[config.mk]
export PLATFORM = sky130hd
export DESIGN_NAME = wr_demux4_flat
export DESIGN_NICKNAME = d
export VERILOG_FILES = /design/src/rtl/wr_demux4_pkg.sv /design/src/rtl/wr_demux4_if.sv /design/src/rtl/wr_demux4_dec2to4.sv /design/src/rtl/wr_demux4.sv /design/src/flat_wrapper.sv
export SDC_FILE = /design/constraint.sdc
export NUM_CORES = 1
export LEC_CHECK = 0
export BUFFER_PORTS_ARGS = -buffer_cell sky130_fd_sc_hd__buf_4
export CORE_ASPECT_RATIO = 0.75
export CORE_MARGIN = 8
export CORE_UTILIZATION = 47
export DETAILED_ROUTE_END_ITERATION = 8
export PLACE_DENSITY = 0.82
export SETUP_SLACK_MARGIN = 0.02
export SLEW_MARGIN = 20
export SYNTH_ARGS = -nofsm -noshare
export SYNTH_HDL_FRONTEND = slang
export SYNTH_HIERARCHICAL = 1
export SYNTH_SLANG_ARGS = --single-unit
[constraint.sdc]
create_clock -name clk -period 2.24 [get_ports clk]
set_input_delay 0.224 -clock clk [delete_from_list [all_inputs] [get_ports clk]]
set_output_delay 0.224 -clock clk [all_outputs]
set_load 0.03 [all_outputs]
[src/rtl/wr_demux4_pkg.sv]
// wr_demux4_pkg: shared state encoding, target indices and default timeout
package wr_demux4_pkg;
    typedef enum logic {IDLE = 1'b0, HOLD = 1'b1} state_t;
    localparam logic [1:0] TGT_A = 2'b00;
    localparam logic [1:0] TGT_B = 2'b01;
    localparam logic [1:0] TGT_C = 2'b10;
    localparam logic [1:0] TGT_D = 2'b11;
    localparam int DEF_TIMEOUT = 15;
endpackage

[src/rtl/wr_demux4_if.sv]
// wr_demux4_if: source-side request and four-target write bus
interface wr_demux4_if #(parameter int WIDTH = 32);
    logic             in_valid;
    logic             in_ready;
    logic [1:0]       in_sel;
    logic [WIDTH-1:0] in_data;
    logic [3:0]       out_valid;
    logic [WIDTH-1:0] out_data;
    logic [3:0]       out_ready;
    logic             done;
    logic             err;
    logic             busy;
    modport master (
        output in_valid, in_sel, in_data, out_ready,
        input  in_ready, out_valid, out_data, done, err, busy
    );
    modport slave (
        input  in_valid, in_sel, in_data, out_ready,
        output in_ready, out_valid, out_data, done, err, busy
    );
endinterface

[src/rtl/wr_demux4_dec2to4.sv]
// dec2to4: 2-to-4 one-hot decoder with enable
module dec2to4 (
    input  logic       en,
    input  logic [1:0] sel,
    output logic [3:0] y
);
    assign y = en ? 4'b0001 << sel : 4'b0000;
endmodule

[src/rtl/wr_demux4.sv]
// wr_demux4: holds one write and routes it to the selected target until accepted or timed out
module wr_demux4
    import wr_demux4_pkg::*;
#(
    parameter int WIDTH   = 32,
    parameter int TIMEOUT = DEF_TIMEOUT
) (
    input logic        clk,
    input logic        rst_n,
    wr_demux4_if.slave bus
);
    state_t     state;
    logic [1:0] sel_q;
    logic [7:0] timer;

    assign bus.in_ready = state == IDLE;
    assign bus.busy     = state == HOLD;

    dec2to4 u_dec (
        .en  (state == HOLD),
        .sel (sel_q),
        .y   (bus.out_valid)
    );

    // accept in IDLE, then wait for the selected target; completion beats timeout
    always_ff @(posedge clk or negedge rst_n) begin
        if (!rst_n) begin
            state        <= IDLE;
            sel_q        <= 2'b00;
            timer        <= 8'd0;
            bus.out_data <= {WIDTH{1'b0}};
            bus.done     <= 1'b0;
            bus.err      <= 1'b0;
        end else begin
            bus.done <= 1'b0;
            bus.err  <= 1'b0;
            if (state == IDLE) begin
                if (bus.in_valid) begin
                    state        <= HOLD;
                    sel_q        <= bus.in_sel;
                    bus.out_data <= bus.in_data;
                    timer        <= 8'd0;
                end
            end else if (bus.out_ready[sel_q]) begin
                bus.done <= 1'b1;
                state    <= IDLE;
            end else if (timer == 8'(TIMEOUT - 1)) begin
                bus.err <= 1'b1;
                state   <= IDLE;
            end else begin
                timer <= timer + 8'd1;
            end
        end
    end
endmodule

[src/flat_wrapper.sv]
// flat-port wrapper written by rule: the top's interface ports become plain ports
module wr_demux4_flat import wr_demux4_pkg::*;
#(
    parameter int WIDTH   = 32,
    parameter int TIMEOUT = DEF_TIMEOUT
)
  (clk, rst_n, bus_in_valid, bus_in_sel, bus_in_data, bus_out_ready, bus_in_ready, bus_out_valid, bus_out_data, bus_done, bus_err, bus_busy);
  wr_demux4_if #(.WIDTH(WIDTH)) bus_i ();
  input logic clk;
  input logic rst_n;
  input wire logic [$bits(bus_i.in_valid)-1:0] bus_in_valid;
  input wire logic [$bits(bus_i.in_sel)-1:0] bus_in_sel;
  input wire logic [$bits(bus_i.in_data)-1:0] bus_in_data;
  input wire logic [$bits(bus_i.out_ready)-1:0] bus_out_ready;
  output wire logic [$bits(bus_i.in_ready)-1:0] bus_in_ready;
  output wire logic [$bits(bus_i.out_valid)-1:0] bus_out_valid;
  output wire logic [$bits(bus_i.out_data)-1:0] bus_out_data;
  output wire logic [$bits(bus_i.done)-1:0] bus_done;
  output wire logic [$bits(bus_i.err)-1:0] bus_err;
  output wire logic [$bits(bus_i.busy)-1:0] bus_busy;
  assign bus_i.in_valid = bus_in_valid;
  assign bus_i.in_sel = bus_in_sel;
  assign bus_i.in_data = bus_in_data;
  assign bus_i.out_ready = bus_out_ready;
  assign bus_in_ready = bus_i.in_ready;
  assign bus_out_valid = bus_i.out_valid;
  assign bus_out_data = bus_i.out_data;
  assign bus_done = bus_i.done;
  assign bus_err = bus_i.err;
  assign bus_busy = bus_i.busy;
  wr_demux4 #(.WIDTH(WIDTH), .TIMEOUT(TIMEOUT)) u_core (.clk(clk), .rst_n(rst_n), .bus(bus_i));
endmodule
---- Word level (Yosys, flattened, before mapping) ----
Cells that the tools add are included.
storage, ports and cells
  register bits after elaboration ......... 45
  bits in latches ......................... 0
  memory bits (writable) .................. 0
  ROM bits ................................ 0
  bits of input ports ..................... 41
  output and inout port bits .............. 40
  logic and storage cells ................. 32
  memories ................................ 0
operators by class
  add/sub/neg operators ................... 1
  multipliers ............................. 0
  divide/modulo/power cells ............... 0
  magnitude comparators ................... 1
  equality and inequality tests ........... 3
  shift-type cells ........................ 1
  mux-type cells .......................... 16
  bitwise logic cells ..................... 1
  reductions and logical operators ........ 3
operators by type and width
  kind                                                                  number
  8-bit two-way mux                                                     4
  1-bit two-way mux                                                     10
  8-bit by 1-bit adder with 8-bit output, second input constant         1
  8-bit by 4-bit == test with 1-bit output, second input constant       1
  4-bit two-way mux                                                     1
  2-bit != test, second input constant                                  2
  1-bit by 2-bit left shift with 4-bit output, first input constant     1
  2-bit by 3-bit < comparator with 1-bit output, second input constant  1
  3-bit AND reduction                                                   1
  1-bit binary-select mux with 2-bit select                             1
  2-bit AND reduction                                                   1
  2-bit nonzero test                                                    1
  1-bit NOT                                                             1

---- Longest topological paths before layout ----
Gate-level depths: netlist of the first run.
  depth in word-level cells ............... 4
  gate-level depth with buffers ........... 7
  mapped depth without buffers ............ 6

---- Hierarchy ----
Netlist of the first run, hierarchy kept.
modules (own cells, without submodules)
  module     instances  cells an instance  area each (um^2)  seq. area each (um^2)
  wr_demux4  1          201                1889.3            1126.1
  dec2to4    1          4                  37.5              0.0

---- Worst setup path after synthesis of the first run ----
No wires, ideal clock.
  path kind ............................... register to register
  start ................................... reg u_core.state, in the netlist u_core/bus.busy
  end ..................................... reg u_core.bus.out_data[0]
  library setup time ...................... 66 ps
  arrival ................................. 1726 ps
  data required time ...................... 2174 ps
  slack ................................... 449 ps
  cell stages (with the launch flop) ...... 7
  path buffers ............................ 2
  period minus slack after synthesis ...... 1791 ps
  cells stage by stage .................... dfrtp_1 > inv_1 > nand2_1 > clkbuf_1 > clkbuf_1 > nand2_1 > nand2_1
on the way
  longest elaborated chain between the ends .. 2
RTL lines
  item                           RTL line            text
  from (decl)                    wr_demux4.sv:12     state_t state;
  from (signal assigned)         wr_demux4.sv:28     state <= IDLE;
  from (signal assigned)         wr_demux4.sv:39     state <= HOLD;
  from (signal assigned)         wr_demux4.sv:46     state <= IDLE;
  1-bit NOT (no line)            --
  net bus_in_ready               flat_wrapper.sv:15  output wire logic [$bits(bus_i.in_ready)-1:0] bus_in_ready;
  2-bit AND reduction (no line)  --
  to (signal assigned)           wr_demux4.sv:31     bus.out_data <= {WIDTH{1'b0}};
  to (signal assigned)           wr_demux4.sv:41     bus.out_data <= bus.in_data;
  to (decl)                      wr_demux4_if.sv:19  output in_ready, out_valid, out_data, done, err, busy
The timed path passes the listed nets, and every way through them passes these cells.
A chain may end at the register's enable or synchronous reset.

---- Worst setup path in the final report of the first run ----
  start ................................... reg u_core.sel_q[0]
  end ..................................... reg u_core.timer[2]
on the way
  longest elaborated chain between the ends .. 4
RTL lines
  item                                       RTL line         text
  from (decl)                                wr_demux4.sv:13  logic [1:0] sel_q;
  from (signal assigned)                     wr_demux4.sv:40  sel_q <= bus.in_sel;
  1-bit binary-select mux with 2-bit select  wr_demux4.sv:44  end else if (bus.out_ready[sel_q]) begin
  1-bit two-way mux (not written as such)    wr_demux4.sv:44
  2-bit != test (no line)                    --
  3-bit AND reduction (no line)              --
  to (signal assigned)                       wr_demux4.sv:51  timer <= timer + 8'd1;
  to (decl)                                  wr_demux4.sv:14  logic [7:0] timer;
Every way passes these cells. The select of a mux whose other input is x is not followed.

==> results of run 1 <==
==> synth_stat cells, drive strengths merged <==
| cell type | n |
|---|---|
| buf | 2 |
| nor4b | 2 |
| nor3 | 2 |
| nor3b | 1 |
| nand2 | 108 |
| nor2b | 1 |
| nor4 | 1 |
| nand4b | 1 |
| and3b | 2 |
| or4 | 4 |
| nand3 | 2 |
| and2 | 1 |
| or2 | 1 |
| mux2i | 2 |
| inv | 5 |
| xnor2 | 2 |
| mux4 | 1 |
| dfrtp | 45 |
| o41ai | 1 |
| o211ai | 2 |
| o221ai | 3 |
| clkbuf | 8 |
| a311o | 1 |
| o21ai | 3 |
| and3 | 1 |
| ha | 2 |
| or3 | 1 |
==> how the worst max path moves through the flow <==
stage / slack, ns / cells after the start / from / end
after floorplan: 0.45 / 6 / u_core/bus.busy / u_core/bus.out_data[0]
after global placement: 0.33 / 3 / u_core/sel_q[0] / u_core/timer[2]
after detailed placement: 0.28 / 3 / u_core/sel_q[0] / u_core/timer[2]
after CTS: 0.27 / 3 / u_core/sel_q[0] / u_core/timer[2]
after global routing: 0.15 / 6 / u_core/timer[0] / u_core/timer[7]
final: 0.25 / 3 / u_core/sel_q[0] / u_core/timer[2]
==> flip-flops by register name (all words and copies together), names as in the netlist <==
| signal | flops |
|---|---|
| u_core/bus.busy | 1 |
| u_core/bus.out_data | 32 |
| u_core/sel_q | 2 |
| u_core/timer | 8 |
| u_core/bus.done | 1 |
| u_core/bus.err | 1 |
==> through the flow <==
stage | worst slack [ns] | utilization (%) | hold WS, ns | total power, W
6_report | 0.253 | 67.6 | 0.116 | 0.00407
5_1_grt | 0.153 | 67.6 | 0.105 | 0.00433
4_1_cts | 0.268 | 67.6 | 0.107 | 0.00411
3_5_place_dp | 0.277 | 64.5 | 0.253 | 0.00348
3_3_place_gp | 0.326 | 64.5 | 0.255 | 0.00342
2_1_floorplan | 0.449 | - | -0.0716 | 0.00265
==> report_power, final <==
| group | internal [W] | leakage, nW | switching (W) | total, W |
|---|---|---|---|---|
| Combinational | 0.000740 | 0.818 | 0.00130 | 0.00204 |
| Clock | 0.000364 | 0.0585 | 0.000258 | 0.000622 |
| Sequential | 0.00116 | 0.567 | 0.000252 | 0.00141 |
==> critical path, stage by stage, from the launching register on <==
cell and delay [ns]:
dfrtp_1 0.44, mux4_2 0.64, or2_1 0.39, a311o_1 0.39
==> routing by layer <==
layer	global-route usage, %	wire [um]	vias up
li1	-	-	822
met3	9.60	638	7
met2	23.0	2190	74
met1	18.8	2110	780
met4	4.60	61	0
met5	0	0	-
==> timing repair <==
item,CTS,global route
setup endpoints to repair,0,0
hold buffers,1,0
hold endpoints to repair,45,0
setup buffers,0,0
==> logic make-up (layout without fill, tap and decap cells) <==
group | after synthesis | after routing | synth area share (%)
AO/OA/AOI/OAI | 10 | 10 | 4.87
XOR/XNOR | 2 | 2 | 0.909
adder cells (fa/ha/maj) | 2 | 2 | 1.30
buffers and inverters | 15 | 97 | 3.70
flip-flops | 45 | 45 | 58.4
multiplexers | 3 | 3 | 2.21
AND/OR/NAND/NOR | 128 | 128 | 28.6
==> final cells by class <==
class	instances	share of cell area (%)
clock buffer	7	3.19
sequential	45	41.6
inverter	5	0.693
tap	55	2.54
multi-input combinational	145	27.0
timing repair buffer	84	23.8
clock inverter	1	1.11
==> out/qor.yml, run 1 <==
setup_path:
  rrSetupSlack_ns: 0.25
  r2r-end: "u_core/timer[2]"
  critPathMaxFanout: 11
  arrival_ns: 2.16
  ff2ff_path_depth: 3
  regToRegStartpoint: "u_core/sel_q[0]"
  cp-start-kind: "flip-flop"
  critPathCaptureType: "flip-flop"
  crit_required_ns: 2.42
  worst-setup-path-type: "reg -> reg"
pwr:
  powerDensity_mw_per_mm2: 1500
  irDropWorstVdd_mv: 0.918
  p_leak_nw: 1.44
routing:
  routed_via_density: 4.92
  firstDrtPassIters: 4
  postRouteAntennaNets: 0
  drc: 0
  drt_wl_total_mm: 5.00
  routedWlPerCell_um: 14.6
  vias: 1683
  drt_iter0_markers: 127
cells_and_area:
  final_common_cell: "nand2_1"
  drive_gt1_share_pct: 33.1
  fin_nets: 329
  area_delta_synth_final_pct: 40.5
  fillers: 324
  final_cell_mix: "108 x nand2_1, 82 x buf_4, 45 x dfrtp_1"
  multi_input_area_um2: 732
  final_cell_area_mm2: 0.00271
  finalNonFillerCells: 342
  diodes: 0
  seq_area_mm2: 0.00113
cts:
  cts-root-buf: "clkbuf_8"
  cts_resized: 0
  cts_tree: "yes"
  cts_inserted_buffers: 5
  htree_num_levels: 2
  cts_sinks: 45
  clock_latency_ns: 0.29
  path_clk_slew_ns: 0.08
  cts_buffer_depth: 2
timing:
  finalSetupViolCount: 0
  grt_setup_unrepaired: "false"
  slew_viol_final: 0
  layout_min_cycle_time_ns: 1.99
  fin_skew_ns: 0.00375
  max_slew_margin_pct: 62.8
  max_freq_mhz: 503
  worstMarginPinSlew_ns: 0.558
  finalSetupTns_ns: 0
  finalHoldViolCount: 0
  period_share_pct: 88.7
placed_design:
  dpl_cell_area_mm2: 0.00258
  dp_cells: 333
  gp_congestion: 0.861
  portBuffers: 80
  hpwlAfterDp_mm: 3.76
yosys:
  synth_top_area_share_pct: 58.4
  yosysWarningCount: 6
  synth_nets: 248
  synth_top_cell_by_area: "dfrtp_1"
  syn_avg_cell_area_um2: 9.40
  synth.distinct_cells: 28
  seq_area_frac_synth_pct: 58.4
  syn_inst: 205
  synth_seq_cells: 45
  synth_area_leaders: "dfrtp_1 58%, nand2_1 21%, clkbuf_1 1.6%"
  syn_area_mm2: 0.00193
worst_hold_path:
  worstHoldStart: "bus_in_data[28]"
  min_path_cells: 3
  min_to: "u_core/bus.out_data[28]"
  hold_path.class: "in -> reg"
grt:
  grt_pass1_vias: 1715
  antenna_found_initial: 0
  gr-total-overflow: 0
  track_usage_pct: 15.7
  grt_start_max_net_pins: 46
  grt_pass1_wl_mm: 8.20
die:
  fp.dieW_um: 89.9
  row_count: 20
  start_util_pct: 48.1
  dieArea_mm2: 0.00643
  core-area_mm2: 0.00400
  die_y_um: 71.5
  io_pins: 81
status:
  run_status: "finished, final reports clean"
flow_run:
  cap_violations: 0
Power figures use the tool's default switching activity.
==> run 2: changes to the inputs <==
--- a/config.mk
+++ b/config.mk
@@ -8,10 +8,10 @@
 export BUFFER_PORTS_ARGS = -buffer_cell sky130_fd_sc_hd__buf_4
 export CORE_ASPECT_RATIO = 0.75
 export CORE_MARGIN = 8
-export CORE_UTILIZATION = 47
+export CORE_UTILIZATION = 51
+export CTS_CLUSTER_SIZE = 16
 export DETAILED_ROUTE_END_ITERATION = 8
-export PLACE_DENSITY = 0.82
-export SETUP_SLACK_MARGIN = 0.02
+export PLACE_DENSITY = 0.87
 export SLEW_MARGIN = 20
 export SYNTH_ARGS = -nofsm -noshare
 export SYNTH_HDL_FRONTEND = slang
==> constraint.sdc (replaced) <==
create_clock -name clk -period 2.4 [get_ports clk]
set_input_delay 0.24 -clock clk [delete_from_list [all_inputs] [get_ports clk]]
set_output_delay 0.24 -clock clk [all_outputs]
set_load 0.03 [all_outputs]
==> run 2 against run 1 <==
Net effect: via count shrank 0.12%; count of clock-buffer cells in the layout decreased by 2; register-to-register slack gained 0.16 ns; first-iteration DRC count down 31%; clock power decreased by 32%; utilization up 5.4 points; setup slack improved by 0.16 ns; flip-flop and latch count stayed put; power decreased by 11%; highest routed layer unchanged.
==> out/qor.yml, run 2 (synthesis gave the netlist of run 1 again) <==
pwr:
  p_switching_w: 0.00167  # -7.7%
  comb_power_share_pct: 51.9  # +1.8 points
  p_leak_nw: 1.43  # -1.2%
  p_int_w: 0.00196  # -14%
  p_clk_share_pct: 11.7  # -3.6 points
  irDropWorstVdd_mv: 0.944  # +2.8%
  powerDensity_mw_per_mm2: 1370  # -9.3%
  sequentialPowerShare_pct: 36.4  # +1.7 points
  switching_share_pct: 46.1  # +1.6 points
timing:
  fin_skew_ns: 0.00563  # +0.00188 ns
  whs_ns: 0.126  # +0.00958 ns
  slew_viol_final: 0  # unchanged
  max_slew_margin_pct: 63.6  # +0.82 points
  worstMarginPinSlew_ns: 0.546  # -0.0122 ns
  layout_min_cycle_time_ns: 1.99  # -0.00122 ns
  grt_setup_unrepaired: "false"
  finalSetupViolCount: 0  # unchanged
  period_share_pct: 82.7  # -6.0 points
  finalSetupTns_ns: 0  # unchanged
  finalHoldViolCount: 0  # unchanged
  max_freq_mhz: 504  # about the same
cts:
  cts_resized: 0  # unchanged
  hold_buffers: 1  # unchanged
  clock_latency_ns: 0.30  # about the same
  post-cts-setup-buffers: 0  # unchanged
  htree_num_levels: 2  # unchanged
  cts_tree: "yes"
  cts_inserted_buffers: 5  # unchanged
  cts-root-buf: "clkbuf_8"
  path_clk_slew_ns: 0.08  # about the same
  cts_sinks: 45  # unchanged
  cts_buffer_depth: 2  # unchanged
routing:
  routedWlPerCell_um: 14.4  # -1.5%
  routed_via_density: 4.97  # +1.1%
  vias: 1681  # -0.12%
  postRouteAntennaNets: 0  # unchanged
  drt_iter0_markers: 87  # -31%
  firstDrtPassIters: 4  # unchanged
  drt_wl_total_mm: 4.87  # -2.7%
  drc: 0  # unchanged
setup_path:
  cp_slowest_cell: "mux4_2"
  timing.critical_path.cells: "mux4_2 -> or2_1 -> a311o_1"
  arrival_ns: 2.17  # about the same
  rrSetupSlack_ns: 0.41  # +0.16 ns
  cp-start-kind: "flip-flop"
  critPathMaxStageDelay_ns: 0.65  # about the same
  worst-setup-path-type: "reg -> reg"
  crit_required_ns: 2.59  # +0.17 ns
  critPathCaptureType: "flip-flop"
  critPathMaxFanout: 11  # unchanged
grt:
  grt_pass1_wl_mm: 8.41  # +2.5%
  grt_start_max_net_pins: 46  # unchanged
  gr-total-overflow: 0  # unchanged
  track_usage_pct: 17.4  # +1.7 points
  antenna_found_initial: 0  # unchanged
  grt_pass1_vias: 1773  # +3.4%
cells_and_area:
  final_common_cell: "nand2_1"
  drive_gt1_share_pct: 33.2  # +0.12 points
  largest_register: "u_core/bus.out_data"
  fin_nets: 330  # +0.30%
  final_cell_mix: "108 x nand2_1, 84 x buf_4, 45 x dfrtp_1"
  area_delta_synth_final_pct: 37.9
  reg_top3: "u_core/bus.out_data x32, u_core/timer x8, u_core/sel_q x2"
  diodes: 0  # unchanged
  largest_reg_flops: 32  # unchanged
die:
  dieArea_mm2: 0.00602  # -6.3%
  io_pins: 81  # unchanged
  start_util_pct: 53.0  # +4.9 points
  core-area_mm2: 0.00364  # -9.2%
  row_count: 19  # -5.0%
  fp.dieW_um: 87.0  # -3.3%
  die_y_um: 69.2  # -3.1%
placed_design:
  portBuffers: 80  # unchanged
  hpwlAfterDp_mm: 3.63  # -3.5%
  gp_congestion: 0.828  # -3.8%
status:
  run_status: "finished, final reports clean"
worst_hold_path:
  hold_path.class: "in -> reg"
flow_run:
  cap_violations: 0  # unchanged
run 2: final timing paths:
| path | cells past startpoint | start | end |
|---|---|---|---|
| hold reg to reg | 2 | u_core/bus.out_data[7] | u_core/bus.out_data[7] |
| setup reg to reg | 3 | u_core/sel_q[0] | u_core/timer[2] |
| min in group asynchronous | 2 | rst_n | u_core/bus.out_data[15] |
| setup / recovery | 3 | u_core/sel_q[0] | u_core/timer[2] |
| max in group asynchronous | 2 | rst_n | u_core/bus.out_data[5] |
| hold / removal | 3 | bus_in_data[1] | u_core/bus.out_data[1] |
run 2: power groups by stage:
stage | combinational [W] | clock, W | sequential, W
floorplan | 0.000602 | 0 | 0.00187
global placement | 0.00187 | 0 | 0.00131
detailed placement | 0.00190 | 0 | 0.00133
CTS | 0.00191 | 0.000437 | 0.00132
global route | 0.00204 | 0.000462 | 0.00137
finish | 0.00188 | 0.000425 | 0.00132
run 2: through the flow:
stage / power, W / instance area, um2 / worst slack [ns] / instances / util (%)
after detailed placement: 0.00323 / 2570 / 0.423 / 331 / 70.7
final: 0.00363 / 2660 / 0.414 / 338 / 73.0
after global placement: 0.00318 / 2570 / 0.498 / 331 / 70.7
after CTS: 0.00367 / 2660 / 0.406 / 338 / 73.0
after floorplan: 0.00247 / 1930 / 0.609 / 205 / -
after global routing: 0.00387 / 2660 / 0.347 / 338 / 73.0
run 2: critical path: cells and delay by family (launching register included):
family	cells	cell delay [ns]
AND/OR/NAND/NOR	1	0.39
multiplexers	1	0.65
AO/OA/AOI/OAI	1	0.38
flip-flops	1	0.45
run 2: final cells by class:
cell class / count / area (um2)
clock inverter: 1 / 5.00
tap: 52 / 65.1
timing repair buffer: 85 / 641
clock buffer: 5 / 68.8
inverter: 5 / 18.8
fill: 268 / 981
sequential: 45 / 1130
multi-input combinational: 145 / 732
run 2: layer usage:
metal / wire, um / vias up / global-route usage [%]
li1: - / 823 / -
met1: 2100 / 782 / 21.4
met2: 2070 / 69 / 24.9
met3: 637 / 7 / 9.47
met4: 67 / 0 / 6.29
met5: 0 / - / 0
==> run 3: changes to the inputs <==
--- a/config.mk
+++ b/config.mk
@@ -5,13 +5,14 @@
 export SDC_FILE = /design/constraint.sdc
 export NUM_CORES = 1
 export LEC_CHECK = 0
+export ABC_AREA = 1
 export BUFFER_PORTS_ARGS = -buffer_cell sky130_fd_sc_hd__buf_4
 export CORE_ASPECT_RATIO = 0.75
 export CORE_MARGIN = 8
-export CORE_UTILIZATION = 51
+export CORE_UTILIZATION = 49
 export CTS_CLUSTER_SIZE = 16
 export DETAILED_ROUTE_END_ITERATION = 8
-export PLACE_DENSITY = 0.87
+export PLACE_DENSITY = 0.83
 export SLEW_MARGIN = 20
 export SYNTH_ARGS = -nofsm -noshare
 export SYNTH_HDL_FRONTEND = slang
==> constraint.sdc (replaced) <==
create_clock -name clk -period 2.01 [get_ports clk]
set_input_delay 0.201 -clock clk [delete_from_list [all_inputs] [get_ports clk]]
set_output_delay 0.201 -clock clk [all_outputs]
set_load 0.03 [all_outputs]
==> run 3 against run 2 <==
Net effect: clock power increased by 29%; design area increased by 8.3%; final cell count decreased by 0.89%; via count decreased by 4.5%; fmax increased by 39%; clock skew increased by 0.00089 ns; worst hold slack improved by 0.0024 ns; power increased by 29%; global-route usage decreased by 2.3 points; critical endpoint is now u_core/bus.out_data[8]; largest power group unchanged.
==> out/qor.yml, run 3 <==
setup_path:
  ff2ff_path_depth: 3  # unchanged
  cp_slowest_cell: "dfrtp_1"
  critPathCaptureType: "flip-flop"
  arrival_ns: 1.61  # -0.56 ns
  path_depth: 3  # unchanged
  crit_family: "flip-flops"
  critPathMaxStageDelay_ns: 0.49  # -0.16 ns
  worst-setup-path-type: "reg -> reg"
  startpoint: "u_core/bus.busy"
  rrSetupSlack_ns: 0.58  # +0.17 ns
  timing.critical_path.cells: "inv_4 -> nand2_8 -> mux2_2"
  cp-start-kind: "flip-flop"
  crit_required_ns: 2.19  # -0.40 ns
  path_buf_inv: 1  # +1
  regToRegStartpoint: "u_core/bus.busy"
  r2r-end: "u_core/bus.out_data[8]"
  critPathMaxFanout: 45  # +34
cts:
  cts_resized: 0  # unchanged
  cts_sinks: 45  # unchanged
  cts_buffer_depth: 2  # unchanged
  cts_tree: "yes"
  path_clk_slew_ns: 0.09  # about the same
  clock_latency_ns: 0.29  # about the same
  post-cts-setup-buffers: 0  # unchanged
  cts-root-buf: "clkbuf_8"
  hold_buffers: 1  # unchanged
  cts_inserted_buffers: 5  # unchanged
  htree_num_levels: 2  # unchanged
routing:
  routedWlPerCell_um: 15.5  # +7.4%
  vias: 1606  # -4.5%
  routed_via_density: 4.79  # -3.6%
  drt_iter0_markers: 99  # +14%
  drc: 0  # unchanged
  firstDrtPassIters: 4  # unchanged
  postRouteAntennaNets: 0  # unchanged
  drt_wl_total_mm: 5.18  # +6.4%
pwr:
  powerDensity_mw_per_mm2: 1620  # +19%
  p_leak_nw: 1.55  # +8.8%
  irDropWorstVdd_mv: 0.927  # -1.7%
grt:
  gr-total-overflow: 0  # unchanged
  grt_start_max_net_pins: 46  # unchanged
  antenna_found_initial: 0  # unchanged
  track_usage_pct: 15.1  # -2.3 points
  grt_pass1_wl_mm: 8.12  # -3.4%
  grt_pass1_vias: 1656  # -6.6%
flow_run:
  cap_violations: 0  # unchanged
yosys:
  syn_inst: 194  # -5.4%
  synth_area_leaders: "dfrtp_1 52%, mux2_4 19%, nand2_1 7.1%"
  synth.distinct_cells: 22  # -21%
  synth_commonest_cells: "45 x dfrtp_1, 41 x nand2_1, 27 x mux2_4"
  ys_async_sr_fraction_pct: 100  # unchanged
  syn_area_mm2: 0.00216  # +12%
  synthFlopType: "dfrtp_1"
  synth_top_cell_by_area: "dfrtp_1"
  synth_top_area_share_pct: 52.1  # -6.3 points
  seq_area_frac_synth_pct: 52.1  # -6.3 points
  syn_avg_cell_area_um2: 11.1  # +19%
  yosysWarningCount: 6  # unchanged
  yosysMostFrequentCell: "dfrtp_1"
  synth_edf_count: 0  # unchanged
  synth_seq_cells: 45  # unchanged
  synth_nets: 237  # -4.4%
cells_and_area:
  largest_register: "u_core/bus.out_data"
  final_cell_area_mm2: 0.00288  # +8.3%
  final_common_cell: "buf_4"
  area_delta_synth_final_pct: 33.1
  final_cell_mix: "80 x buf_4, 45 x dfrtp_1, 41 x nand2_1"
  drive_gt1_share_pct: 45.0  # +12 points
  reg_top3: "u_core/bus.out_data x32, u_core/timer x8, u_core/sel_q x2"
  fin_nets: 320  # -3.0%
  diodes: 0  # unchanged
  largest_reg_flops: 32  # unchanged
placed_design:
  portBuffers: 80  # unchanged
  hpwlAfterDp_mm: 3.97  # +9.3%
  dpl_cell_area_mm2: 0.00278  # +8.2%
  gp_congestion: 0.815  # -1.6%
timing:
  max_slew_margin_pct: 62.9  # -0.75 points
  worstMarginPinSlew_ns: 0.557  # +0.0112 ns
  finalSetupViolCount: 0  # unchanged
  finalSetupTns_ns: 0  # unchanged
  period_share_pct: 71.0  # -12 points
  max_freq_mhz: 700  # +39%
  grt_setup_unrepaired: "false"
  fin_skew_ns: 0.00651  # +0.000885 ns
  layout_min_cycle_time_ns: 1.43  # -0.558 ns
  slew_viol_final: 0  # unchanged
  finalHoldViolCount: 0  # unchanged
worst_hold_path:
  min_path_cells: 2  # -1
  hold_path.class: "in -> reg"
  min_to: "u_core/bus.out_data[28]"
  worstHoldStart: "bus_in_data[28]"
die:
  start_util_pct: 49.5  # -3.4 points
  io_pins: 81  # unchanged
  fp.dieW_um: 92.7  # +6.6%
  die_y_um: 73.5  # +6.2%
  row_count: 21  # +2
  dieArea_mm2: 0.00681  # +13%
  core-area_mm2: 0.00436  # +20%
status:
  run_status: "finished, final reports clean"
-- run 3: per-layer routing --
metal  GRT usage [%]  vias up  share of wire [%]
met3            3.78        4                5.5
li1                -      791                  -
met4            4.09        0               0.50
met5               0        -                  0
met2            25.6       51                 50
met1            18.6      760                 44
-- run 3: final cells by class --
class	count	area, um2
inverter	20	77.6
timing repair buffer	81	611
clock buffer	7	76.3
tap	57	71.3
clock inverter	1	7.51
fill	336	1490
sequential	45	1130
multi-input combinational	124	907
-- run 3: logic make-up after synthesis --
logic type / synth area share [%]
multiplexers: 21.4
AND/OR/NAND/NOR: 18.4
buffers and inverters: 5.91
flip-flops: 52.1
XOR/XNOR: 0.405
adder cells (fa/ha/maj): 1.16
AO/OA/AOI/OAI: 0.695
-- run 3: power breakdown --
part	switching [W]	internal (W)	total (W)
sequential	0.000277	0.00129	0.00157
combinational	0.00145	0.00110	0.00255
clock	0.000301	0.000246	0.000547
total	0.00202	0.00264	0.00467
-- run 3: worst max path at each step --
stage                              endpoint  slack (ns)
floorplan           u_core/bus.out_data[10]        0.53
global placement     u_core/bus.out_data[4]        0.65
detailed placement   u_core/bus.out_data[8]        0.59
CTS                  u_core/bus.out_data[8]        0.59
global route         u_core/bus.out_data[8]        0.54
finish               u_core/bus.out_data[8]        0.58
-- run 3: stage by stage --
stage / hold slack (ns) / util [%] / setup slack [ns] / instances / power [W]
2_1_floorplan: -0.0946 / - / 0.534 / 194 / 0.00325
3_3_place_gp: 0.228 / 63.8 / 0.645 / 326 / 0.00407
3_5_place_dp: 0.230 / 63.8 / 0.586 / 326 / 0.00415
4_1_cts: 0.122 / 65.9 / 0.586 / 335 / 0.00470
5_1_grt: 0.110 / 65.9 / 0.543 / 335 / 0.00490
6_report: 0.128 / 65.9 / 0.582 / 335 / 0.00467
